## config.mk

```make
export PLATFORM = sky130hd
export DESIGN_NAME = addsub_cnt_mod
export DESIGN_NICKNAME = d
export VERILOG_FILES = /design/src/rtl/addsub_cnt_mod.sv
export SDC_FILE = /design/constraint.sdc
export NUM_CORES = 1
export LEC_CHECK = 0
export BUFFER_PORTS_ARGS = -buffer_cell sky130_fd_sc_hd__buf_4
export CORE_MARGIN = 10
export CORE_UTILIZATION = 50
export CTS_BUF_LIST = sky130_fd_sc_hd__clkbuf_16
export DETAILED_ROUTE_END_ITERATION = 8
export PLACE_DENSITY = 0.82
export SETUP_SLACK_MARGIN = 0.3
export SYNTH_ARGS = -nofsm -noshare
export SYNTH_HDL_FRONTEND = slang
export SYNTH_SLANG_ARGS = --single-unit
```

## constraint.sdc

```tcl
create_clock -name CLK -period 5.2 [get_ports CLK]
set_input_delay 0.26 -clock CLK [delete_from_list [all_inputs] [get_ports CLK]]
set_output_delay 0.26 -clock CLK [all_outputs]
set_load 0.01 [all_outputs]
```

## src/rtl/addsub_cnt_mod.sv

```systemverilog
// addsub_cnt_mod: parametrised up/down counter with programmable modulus and step.
// It can wrap or saturate at its bounds, and is used as a timebase or address generator.
//
// Ports:
//   CLK      rising-edge clock
//   RST      synchronous reset, active-high (DOUT, COUT and ERR cleared)
//   EN       count enable
//   LOAD     synchronous load of DATA; acts regardless of EN
//   UP       1 = count up, 0 = count down
//   MODE     0 = wrap modulo MAXV+1, 1 = saturate at 0 / MAXV
//   STEP     increment/decrement amount
//   MAXV     inclusive upper bound of the count range
//   DATA     load value
//   CLR_ERR  clears the sticky error flag
//   DOUT     registered count
//   COUT     registered one-cycle pulse: bound crossed or clamped on the previous edge
//   TC       combinational terminal count: at MAXV counting up, or at 0 counting down
//   ERR      sticky error: illegal load, step larger than MAXV, or count above MAXV
module addsub_cnt_mod #(
  parameter int unsigned WIDTH  = 16,
  parameter int unsigned STEP_W = 4
) (
  input  logic              CLK,
  input  logic              RST,
  input  logic              EN,
  input  logic              LOAD,
  input  logic              UP,
  input  logic              MODE,
  input  logic [STEP_W-1:0] STEP,
  input  logic [WIDTH-1:0]  MAXV,
  input  logic [WIDTH-1:0]  DATA,
  input  logic              CLR_ERR,
  output logic [WIDTH-1:0]  DOUT,
  output logic              COUT,
  output logic              TC,
  output logic              ERR
);

  // One extra bit so that MAXV+1 is representable when MAXV is all ones.
  logic [WIDTH:0]   d_ext;
  logic [WIDTH:0]   m_ext;
  logic [WIDTH:0]   m1_ext;
  logic [WIDTH:0]   s_ext;
  logic [WIDTH:0]   sum_ext;

  logic [WIDTH-1:0] nxt_dout;
  logic             nxt_cout;
  logic             err_set;

  assign d_ext   = {1'b0, DOUT};
  assign m_ext   = {1'b0, MAXV};
  assign m1_ext  = m_ext + {{WIDTH{1'b0}}, 1'b1};
  assign s_ext   = (WIDTH+1)'(STEP);
  assign sum_ext = d_ext + s_ext;

  always_comb begin
    nxt_dout = DOUT;
    nxt_cout = 1'b0;
    err_set  = 1'b0;
    if (LOAD) begin
      if (DATA > MAXV) begin
        nxt_dout = MAXV;
        err_set  = 1'b1;
      end else begin
        nxt_dout = DATA;
      end
    end else if (EN) begin
      if (s_ext == '0) begin
        nxt_dout = DOUT;
      end else if (s_ext > m_ext) begin
        err_set = 1'b1;
      end else if (d_ext > m_ext) begin
        // MAXV was lowered below the current count: pull back into range.
        nxt_dout = MAXV;
        err_set  = 1'b1;
      end else if (UP) begin
        if (sum_ext > m_ext) begin
          nxt_dout = MODE ? MAXV : WIDTH'(sum_ext - m1_ext);
          nxt_cout = 1'b1;
        end else begin
          nxt_dout = WIDTH'(sum_ext);
        end
      end else begin
        if (d_ext >= s_ext) begin
          nxt_dout = WIDTH'(d_ext - s_ext);
        end else begin
          nxt_dout = MODE ? '0 : WIDTH'(d_ext + m1_ext - s_ext);
          nxt_cout = 1'b1;
        end
      end
    end
  end

  always_ff @(posedge CLK) begin
    if (RST) begin
      DOUT <= '0;
      COUT <= 1'b0;
      ERR  <= 1'b0;
    end else begin
      DOUT <= nxt_dout;
      COUT <= nxt_cout;
      // A new error on the same edge as CLR_ERR keeps the flag set.
      ERR  <= err_set | (ERR & ~CLR_ERR);
    end
  end

  assign TC = UP ? (DOUT == MAXV) : (DOUT == '0);

endmodule

```

==> flow_metrics.env, run 1 <==
export IMPL_register_area_sq_um=362
export IMPL_vias=6520
export IMPL_first_iter_violations=759
export IMPL_arrival_ns=4.72
export IMPL_drc_errors=0
export IMPL_hp_class="input port to register"
export IMPL_ant_nets=0
export IMPL_synth_warnings=0
export IMPL_required_ns=5.33
export IMPL_synthAdderAreaFrac_pct=25.1
export IMPL_synth_area_leader_cell="ha_1"
export IMPL_synthTopCellsByCount="104 x ha_1, 84 x inv_1, 58 x nand2_1, 51 x a21oi_1, 51 x xnor2_1"
export IMPL_drt_pass1_iter_count=6
export IMPL_vias_per_cell=6.72
export IMPL_grt_pass1_vias=6259
export IMPL_cap_violations=0
export IMPL_reg2reg_depth=15
export IMPL_slew_viol_final=0
export IMPL_die_y_um=127
export IMPL_rows=39
export IMPL_synth_top_area_share_pct=22.7
export IMPL_insertedDiodeCount=0
export IMPL_r2r_end="DOUT[0]$_SDFFE_PP0P_"
export IMPL_multi_input_area_sq_um=4980
export IMPL_tightest_slew_ns=1.22
export IMPL_synth_compound_area_share_pct=28.9
export IMPL_critPathMaxFanout=14
export IMPL_postSynthCellCount=781
export IMPL_r2r_slack_ns=0.62
export IMPL_synth_seq_cells=18
export IMPL_timing_rr_start="DOUT[3]$_SDFFE_PP0P_"
export IMPL_power_density_nw_per_um2=266
export IMPL_slew_headroom_pct=17.8
export IMPL_clock_sinks=18
export IMPL_port_buffers=61
export IMPL_postCtsHoldBufs=0
export IMPL_routed_wl_mm=20.9
export IMPL_muxShareOfSynthArea_pct=1.66
export IMPL_synth_simple_gate_area_share_pct=22.1
export IMPL_clock_root_buffer="clkbuf_16"
export IMPL_numCtsBuffers=3
export IMPL_syn_num_nets=935
export IMPL_clock_latency_ns=0.26
export IMPL_die_w_um=127
export IMPL_io_pins=62
export IMPL_end_kind="register"
export IMPL_grt_pass1_wl_mm=33.2
export IMPL_crit_type="register to register"
export IMPL_htree_levels=1
export IMPL_fin_crit_sh_pct=88.1
export IMPL_ys_flop_type="dfxtp_1"
export IMPL_rsz0062_at_grt="false"
export IMPL_setup_tns_ns=0
export IMPL_synth_area_per_cell_sq_um=7.35
export IMPL_cts_path_max_buffers=2
export IMPL_fmax_mhz=218
export IMPL_grt_use_total_pct=24.8
export IMPL_synthTopCellsByArea="ha_1 23%, xnor2_1 7.8%, dfxtp_1 6.3%"
export IMPL_ir_drop_mv=0.150
export IMPL_outcome="complete, no violations"
export IMPL_setup_viol=0
export IMPL_fin_skew_ns=0.00596
export IMPL_min_to="DOUT[10]$_SDFFE_PP0P_"
export IMPL_cts_clk_slew_worst_paths_ns=0.07
export IMPL_synth_edf_count=0
export IMPL_syn2layout_area_growth_pct=11.5
export IMPL_place_congestion=1.06
export IMPL_fin_util_pct=56.5
export IMPL_cp_start_kind="register"
export IMPL_drive_above_1_share_pct=10.9
export IMPL_initial_core_util_pct=50.7
export IMPL_grt_overflow=0
export IMPL_syn_area_sq_um=5740
export IMPL_fillers=1101
export IMPL_layout_setup_ws_ns=0.619
export IMPL_coreArea_sq_um=11300
export IMPL_synthXorXnorAreaFrac_pct=9.01
export IMPL_post_cts_buffers=0
export IMPL_seq_area_frac_synth_pct=6.28
export IMPL_synth_top_family_by_area="compound AO/OA/AOI/OAI gates"
export IMPL_grt_max_degree=42
export IMPL_yosysUniqueCellTypes=80
export IMPL_nets=983
export IMPL_p_leak_nw=2.86
export IMPL_cts_tree="done"
export IMPL_worstHoldPathCells=2
export IMPL_wl_per_cell_um=21.5
export IMPL_synth_async_reset_ratio_pct=0
export IMPL_hpwl_mm=17.0
export IMPL_hold_path_startpoint="RST"
export IMPL_post_route_min_period_ns=4.58
export IMPL_yosysMostFrequentCell="ha_1"
export IMPL_die_area_sq_um=16200
export IMPL_antenna_found_initial=0
export IMPL_place_ws_ns=0.527
export IMPL_hold_viol_final=0
[sequential cells by signal (all words and copies together), names as in the netlist]
| name | cells |
|---|---|
| ERR | 1 |
| COUT | 1 |
| DOUT | 16 |
[cells by family after synthesis]
group / Yosys count
flops: 18
xor+xnor: 59
fa+ha+maj: 111
buf+inv: 106
compound gates: 236
simple gates: 242
mux: 9
[layout make-up]
| cell class | count | share of cell area, % |
|---|---|---|
| inverter | 85 | 4.99 |
| multi-input combinational | 657 | 77.9 |
| sequential | 18 | 5.65 |
| clock buffer | 3 | 1.17 |
| tap | 143 | 2.80 |
| timing repair buffer | 64 | 7.51 |
[metrics by stage]
step | instances | power [mW] | area [sq um] | hold slack (ns)
floorplan | 781 | 1.13 | 5740 | 0.424
global placement | 967 | 1.47 | 6310 | 0.490
detailed placement | 967 | 1.48 | 6310 | 0.507
CTS | 970 | 1.66 | 6390 | 0.277
global route | 970 | 1.84 | 6390 | 0.285
finish | 970 | 1.70 | 6390 | 0.289
[per-layer routing]
metal | vias up | GRT usage, % | share of wire, %
met2 | 443 | 38.9 | 44
met4 | 0 | 10.9 | 4.2
li1 | 3023 | - | -
met3 | 68 | 5.54 | 12
met5 | - | 0 | 0
met1 | 2986 | 31.9 | 41
[critical path, cell delays in order, from the launching register on]
cell,delay (ns)
dfxtp_1,0.39
ha_1,0.45
inv_1,0.11
a21oi_1,0.31
a21oi_2,0.16
and3_1,0.22
xnor2_1,0.43
ha_1,0.25
nand3_1,0.10
a211o_1,0.29
a32o_1,0.25
a21o_1,0.21
and2_1,0.36
mux2_2,0.36
a2111oi_0,0.48
nor2_1,0.09
[power breakdown]
part	internal [mW]	switching [mW]	total, mW
logic	0.544	0.780	1.32
registers	0.158	0.0501	0.208
clock network	0.102	0.0687	0.171
[what timing repair did]
action                                  in CTS  in global routing
endpoints found under the hold margin        0                  0
endpoints found under the setup margin       0                  1
resized for setup                            0                  2
[worst max path at each step]
stage          slack (ns)                 start  depth (start not counted)                     to
2_1_floorplan        1.31  DOUT[1]$_SDFFE_PP0P_                         16  DOUT[10]$_SDFFE_PP0P_
3_3_place_gp         0.72  DOUT[1]$_SDFFE_PP0P_                         16   DOUT[0]$_SDFFE_PP0P_
3_5_place_dp         0.53  DOUT[1]$_SDFFE_PP0P_                         16   DOUT[0]$_SDFFE_PP0P_
4_1_cts              0.51  DOUT[1]$_SDFFE_PP0P_                         16   DOUT[0]$_SDFFE_PP0P_
5_1_grt              0.31  DOUT[3]$_SDFFE_PP0P_                         15   DOUT[0]$_SDFFE_PP0P_
6_report             0.62  DOUT[3]$_SDFFE_PP0P_                         15   DOUT[0]$_SDFFE_PP0P_
[placed cells by master (no fill, tap or decap), types with 4 or more instances in the layout]
cell,instances
a2111oi_0,4
a211o_1,5
a211oi_1,16
a21o_1,14
a21oi_1,50
a221oi_1,10
a31oi_1,7
and2_1,5
and3_1,5
and4_1,5
buf_4,64
dfxtp_1,17
fa_1,7
ha_1,104
inv_1,84
mux2i_1,5
nand2_1,58
nand2b_1,14
nand3_1,25
nand4_1,20
nor2_1,49
nor2b_1,4
nor3_1,18
nor4_1,10
o2111ai_1,6
o211ai_1,11
o21a_1,18
o21ai_0,27
o21ai_1,8
o21bai_1,5
o221ai_1,9
o22ai_1,6
or3_1,5
xnor2_1,51
xor2_1,8
(Power assumes the default switching activity.)
==> inputs of run 2 (changes only) <==
--- a/config.mk
+++ b/config.mk
@@ -6,6 +6,7 @@
 export NUM_CORES = 1
 export LEC_CHECK = 0
 export BUFFER_PORTS_ARGS = -buffer_cell sky130_fd_sc_hd__buf_4
+export CORE_ASPECT_RATIO = 1.4
 export CORE_MARGIN = 10
 export CORE_UTILIZATION = 50
 export CTS_BUF_LIST = sky130_fd_sc_hd__clkbuf_16
==> run 2 against run 1 <==
Die area is 0.38% higher. Global-route usage up 0.22 points. Core utilization increased by 0.21 points. Routed wire length rose by 5.4%. Sequential share of layout area hardly changed. Flip-flop and latch count did not move. Clock-buffer cell count did not move. First-iteration DRC count is 5.5% higher. Design area about the same. Total power grew 1.4%. Critical endpoint is now DOUT[2]$_SDFFE_PP0P_. Highest routed layer unchanged.
==> flow_metrics.env, run 2 (same netlist as run 1, synthesis figures left out) <==
export IMPL_outcome="complete, no violations"
export IMPL_slew_viol_final=0
export IMPL_hpwl_mm=18.0
export IMPL_top_register="DOUT"
export IMPL_post_cts_buffers=0
export IMPL_drc_errors=0
export IMPL_antenna_found_initial=0
export IMPL_clock_root_buffer="clkbuf_16"
export IMPL_drt_pass1_iter_count=8
export IMPL_fmax_mhz=219
export IMPL_slew_headroom_pct=21.8
export IMPL_routed_wl_mm=22.0
export IMPL_place_congestion=1.03
export IMPL_ir_drop_mv=0.193
export IMPL_cts_path_max_buffers=2
export IMPL_crit_buf_inv=1
export IMPL_drive_above_1_share_pct=10.9
export IMPL_cap_violations=0
export IMPL_placed_cell_area_sq_um=6320
export IMPL_crit_path_max_incr_delay_ns=0.48
export IMPL_post_route_min_period_ns=4.57
export IMPL_critPathMaxFanout=10
export IMPL_wl_per_cell_um=22.7
export IMPL_hold_viol_final=0
export IMPL_hp_class="input port to register"
export IMPL_grt_overflow=0
export IMPL_insertedDiodeCount=0
export IMPL_met1_usage_pct=28.4
export IMPL_cpLargestDelayFamily="compound AO/OA/AOI/OAI gates"
export IMPL_end_kind="register"
export IMPL_die_w_um=111
export IMPL_final_area_sq_um=6400
export IMPL_syn2layout_area_growth_pct=11.5
export IMPL_io_pins=62
export IMPL_cp_start_kind="register"
export IMPL_fin_crit_sh_pct=87.8
export IMPL_most_common_layout_cells="104 x ha_1, 84 x inv_1, 64 x buf_4"
export IMPL_power_density_nw_per_um2=270
export IMPL_first_iter_violations=801
export IMPL_crit_type="register to register"
export IMPL_clock_sinks=18
export IMPL_grt_use_total_pct=25.0
export IMPL_coreArea_sq_um=11300
export IMPL_vias_per_cell=6.88
export IMPL_vias=6678
export IMPL_grt_busiest_layer="met2"
export IMPL_initial_core_util_pct=50.9
export IMPL_grt_pass1_wl_mm=33.7
export IMPL_grt_pass1_vias=6370
export IMPL_final_common_cell="ha_1"
export IMPL_path_cells="ha_1 -> nand2b_1 -> a21oi_1 -> o21a_1 -> nand4_1 -> xnor2_1 -> ha_1 -> nand4_1 -> or2_2 -> a32o_1 -> a21o_1 -> nand2_1 -> buf_4 -> mux2_2 -> o211ai_1 -> a221oi_1"
export IMPL_cts_tree="done"
export IMPL_use_met2_pct=42.4
export IMPL_arrival_ns=4.68
export IMPL_tightest_slew_ns=1.16
export IMPL_port_buffers=61
export IMPL_setup_tns_ns=0
export IMPL_reg_top3="DOUT: 16 flops, COUT: 1 flops, ERR: 1 flops"
export IMPL_setup_viol=0
export IMPL_p_leak_nw=2.86
export IMPL_rsz0062_at_grt="false"
export IMPL_clock_latency_ns=0.25
export IMPL_finalPower_mw=1.73
export IMPL_fin_skew_ns=0.00275
export IMPL_cts_clk_slew_worst_paths_ns=0.06
export IMPL_ant_nets=0
export IMPL_grt_use_met3_pct=3.06
export IMPL_die_area_sq_um=16200
export IMPL_fin_util_pct=56.7
export IMPL_numCtsBuffers=3
export IMPL_nets=983
export IMPL_critPathSlowestCell="xnor2_1"
export IMPL_required_ns=5.32
export IMPL_rows=46
export IMPL_grt_max_degree=42
export IMPL_htree_levels=1
export IMPL_largest_register_ffs=16
export IMPL_die_y_um=147
## run 2: cell counts in the layout (fill, tap and decap cells not counted)
No cell type changed its count.
## run 2: cell type report
type,instances,area [sq um]
Multi-Input combinational cell,657,4980
Sequential cell,18,360
Fill cell,1128,4880
Clock buffer,3,75.1
Tap cell,144,180
Inverter,85,319
Timing Repair Buffer,64,480
## run 2: worst register-to-register path, stage by stage (launching register included)
cell,delay (ns)
dfxtp_1,0.43
ha_1,0.37
nand2b_1,0.19
a21oi_1,0.28
o21a_1,0.26
nand4_1,0.14
xnor2_1,0.48
ha_1,0.22
nand4_1,0.15
or2_2,0.31
a32o_1,0.22
a21o_1,0.20
nand2_1,0.25
buf_4,0.25
mux2_2,0.34
o211ai_1,0.22
a221oi_1,0.14
## run 2: through the flow
step | std cells | setup WS [ns] | hold WS, ns
after floorplan | 781 | 1.31 | 0.424
after global placement | 968 | 0.653 | 0.496
after detailed placement | 968 | 0.635 | 0.519
after CTS | 971 | 0.606 | 0.265
after global routing | 971 | 0.340 | 0.277
final | 971 | 0.633 | 0.276
## run 2: timing repair
action                     in CTS  in global routing
setup endpoints to repair       0                  6
hold buffers                    0                  0
resized for setup               0                  2
## run 2: final timing paths
check,from,end,slack (ns),depth (start not counted)
setup / recovery,DOUT[2]$_SDFFE_PP0P_,DOUT[2]$_SDFFE_PP0P_,0.63,16
hold / removal,RST,DOUT[10]$_SDFFE_PP0P_,0.28,2
setup reg to reg,DOUT[2]$_SDFFE_PP0P_,DOUT[2]$_SDFFE_PP0P_,0.63,16
hold reg to reg,ERR$_SDFF_PP0_,ERR$_SDFF_PP0_,0.54,2
## run 2: report_power, final
| part | leakage (nW) | switching, mW | total [mW] | internal (mW) |
|---|---|---|---|---|
| Combinational | 2.67 | 0.802 | 1.35 | 0.547 |
| Sequential | 0.149 | 0.0533 | 0.211 | 0.158 |
| Clock | 0.0370 | 0.0649 | 0.167 | 0.102 |
## run 2: routing by layer
| layer | vias up | share of wire (%) |
|---|---|---|
| li1 | 3025 | - |
| met1 | 3036 | 36 |
| met2 | 482 | 46 |
| met3 | 135 | 8.9 |
| met4 | 0 | 8.7 |
| met5 | - | 0 |
==> inputs of run 3 (changes only) <==
==> constraint.sdc (replaced) <==
create_clock -name CLK -period 4.8 [get_ports CLK]
set_input_delay 0.24 -clock CLK [delete_from_list [all_inputs] [get_ports CLK]]
set_output_delay 0.24 -clock CLK [all_outputs]
set_load 0.01 [all_outputs]
==> run 3 against run 2 <==
Via count shrank 0.31%. Combinational power increased by 10%. Sequential share of layout area fell by 0.078 points. Cell count is 1.2% higher. Critical path depth grew 1. Clock-buffer cell count stayed put. Register-to-register slack lost 0.08 ns. Sequential power hardly changed. Maximum frequency increased by 7.5%. First-iteration DRC count is 7.1% higher. Critical path type unchanged. Critical endpoint is now DOUT[0]$_SDFFE_PP0P_. Largest power group unchanged.
==> flow_metrics.env, run 3 (same netlist as run 1, synthesis figures left out) <==
export IMPL_outcome="complete, no violations"
export IMPL_finalNonFillerCells=983
export IMPL_clock_latency_ns=0.26
export IMPL_end_kind="register"
export IMPL_critPathMaxFanout=9
export IMPL_initial_core_util_pct=50.9
export IMPL_slew_viol_final=0
export IMPL_routed_wl_mm=22.1
export IMPL_grt_max_degree=42
export IMPL_fmax_mhz=235
export IMPL_place_ws_ns=0.392
export IMPL_clock_sinks=18
export IMPL_hp_class="input port to register"
export IMPL_setup_tns_ns=0
export IMPL_p_seq_share_pct=11.0
export IMPL_cp_start_kind="register"
export IMPL_switching_share_pct=52.7
export IMPL_final_common_cell="ha_1"
export IMPL_reg2reg_depth=17
export IMPL_layout_setup_ws_ns=0.551
export IMPL_post_route_min_period_ns=4.25
export IMPL_grt_overflow=0
export IMPL_fin_crit_sh_pct=88.5
export IMPL_p_leak_nw=2.93
export IMPL_fillers=1110
export IMPL_grt_use_met3_pct=3.71
export IMPL_power_density_nw_per_um2=291
export IMPL_r2r_end="DOUT[0]$_SDFFE_PP0P_"
export IMPL_hold_path_startpoint="RST"
export IMPL_antenna_found_initial=0
export IMPL_dpl_cell_count=979
export IMPL_ir_drop_mv=0.177
export IMPL_coreArea_sq_um=11300
export IMPL_setup_viol=0
export IMPL_vias_per_cell=6.77
export IMPL_cts_clk_slew_worst_paths_ns=0.07
export IMPL_htree_levels=1
export IMPL_rows=46
export IMPL_placed_cell_area_sq_um=6400
export IMPL_use_met2_pct=42.2
export IMPL_worstHoldPathCells=2
export IMPL_port_buffers=61
export IMPL_timing_rr_start="DOUT[0]$_SDFFE_PP0P_"
export IMPL_most_common_layout_cells="103 x ha_1, 84 x inv_1, 76 x buf_4"
export IMPL_cts_tree="done"
export IMPL_grt_pass1_vias=6351
export IMPL_ant_nets=0
export IMPL_intPower_mw=0.894
export IMPL_top_register="DOUT"
export IMPL_p_switching_mw=0.997
export IMPL_die_y_um=147
export IMPL_clock_root_buffer="clkbuf_16"
export IMPL_insertedDiodeCount=0
export IMPL_postCtsHoldBufs=0
export IMPL_tightest_slew_ns=1.14
export IMPL_required_ns=4.94
export IMPL_reg_top3="DOUT: 16 flops, COUT: 1 flops, ERR: 1 flops"
export IMPL_cap_violations=0
export IMPL_grt_busiest_layer="met2"
export IMPL_slew_headroom_pct=23.5
export IMPL_numCtsBuffers=3
export IMPL_place_congestion=1.02
export IMPL_final_area_sq_um=6510
export IMPL_die_area_sq_um=16200
export IMPL_met1_usage_pct=29.1
export IMPL_arrival_ns=4.39
export IMPL_fin_skew_ns=0.00603
export IMPL_drt_pass1_iter_count=5
export IMPL_p_comb_share_pct=79.0
export IMPL_hpwl_mm=18.1
export IMPL_die_w_um=111
export IMPL_cts_path_max_buffers=2
export IMPL_nets=995
export IMPL_drive_above_1_share_pct=12.6
export IMPL_syn2layout_area_growth_pct=13.5
export IMPL_first_iter_violations=858
export IMPL_largest_register_ffs=16
export IMPL_drc_errors=0
export IMPL_rsz0062_at_grt="false"
export IMPL_hold_viol_final=0
export IMPL_power_frac_clock_pct=9.9
export IMPL_crit_type="register to register"
export IMPL_grt_use_total_pct=25.4
export IMPL_vias=6657
export IMPL_r2r_slack_ns=0.55
export IMPL_wl_per_cell_um=22.5
export IMPL_io_pins=62
export IMPL_grt_pass1_wl_mm=34.1
export IMPL_min_to="DOUT[10]$_SDFFE_PP0P_"
==> run 3: cell count changes in the layout (fill, tap and decap cells not counted) <==
cell       before  now
ha_1          104  103
a21oi_1        50   49
dfxtp_2         0    1
a2111oi_0       4    3
dfxtp_1        18   17
buf_4          64   76
a21oi_2         2    3
and2_2          1    0
a2111oi_1       0    1
xnor2_2         0    2
and2_1          4    5
xnor2_1        51   49
ha_2            0    1
==> run 3: timing repair <==
item	CTS	global route
endpoints found under the setup margin	0	8
resized for setup	0	7
setup buffers	0	1
==> run 3: worst max-delay path by stage <==
stage	endpoint	startpoint	slack, ns
after floorplan	DOUT[10]$_SDFFE_PP0P_	DOUT[1]$_SDFFE_PP0P_	0.91
after detailed placement	DOUT[0]$_SDFFE_PP0P_	STEP[1]	0.39
final	DOUT[0]$_SDFFE_PP0P_	DOUT[0]$_SDFFE_PP0P_	0.55
after global routing	DOUT[0]$_SDFFE_PP0P_	DOUT[0]$_SDFFE_PP0P_	0.31
after global placement	DOUT[0]$_SDFFE_PP0P_	STEP[1]	0.40
after CTS	DOUT[0]$_SDFFE_PP0P_	DOUT[2]$_SDFFE_PP0P_	0.43
==> run 3: cell type report <==
class | count | area, sq um | area share (%)
inverters | 85 | 319 | 4.90
clock buffers | 3 | 75.1 | 1.15
multi-input cells | 657 | 5000 | 76.9
repair buffers | 76 | 571 | 8.77
well taps | 144 | 180 | 2.77
flip-flops and latches | 18 | 362 | 5.56
==> run 3: power groups by stage <==
stage | sequential, mW | combinational, mW | clock (mW)
3_5_place_dp | 0.209 | 1.45 | 0
6_report | 0.208 | 1.49 | 0.188
2_1_floorplan | 0.216 | 1.00 | 0
4_1_cts | 0.206 | 1.45 | 0.181
5_1_grt | 0.210 | 1.63 | 0.184
3_3_place_gp | 0.209 | 1.43 | 0
==> run 3: through the flow <==
stage          power, mW  util, %  hold slack [ns]
3_3_place_gp        1.64     56.7            0.498
6_report            1.89     57.7            0.263
2_1_floorplan       1.22        -            0.404
4_1_cts             1.84     57.4            0.261
3_5_place_dp        1.66     56.7            0.494
5_1_grt             2.02     57.7            0.276
==> run 3: routing by layer <==
metal	share of wire, %	vias to the layer above	routed length, um
li1	-	3049	-
met1	36	3029	7950
met2	46	447	10300
met3	8.9	132	1980
met4	8.7	0	1920
met5	0	-	0
==> run 3: critical path, stage by stage, from the launching register on <==
cell and delay [ns]:
dfxtp_1 0.43, ha_1 0.22, fa_1 0.23, nand2b_1 0.09, a21oi_2 0.21, o21a_1 0.23, nand3_1 0.14, xnor2_2 0.20
ha_1 0.33, nand3_1 0.12, or2_2 0.31, a32o_1 0.22, a21o_1 0.21, and2_1 0.22, buf_4 0.19, mux2_2 0.26
a2111oi_1 0.42, nor2_1 0.08
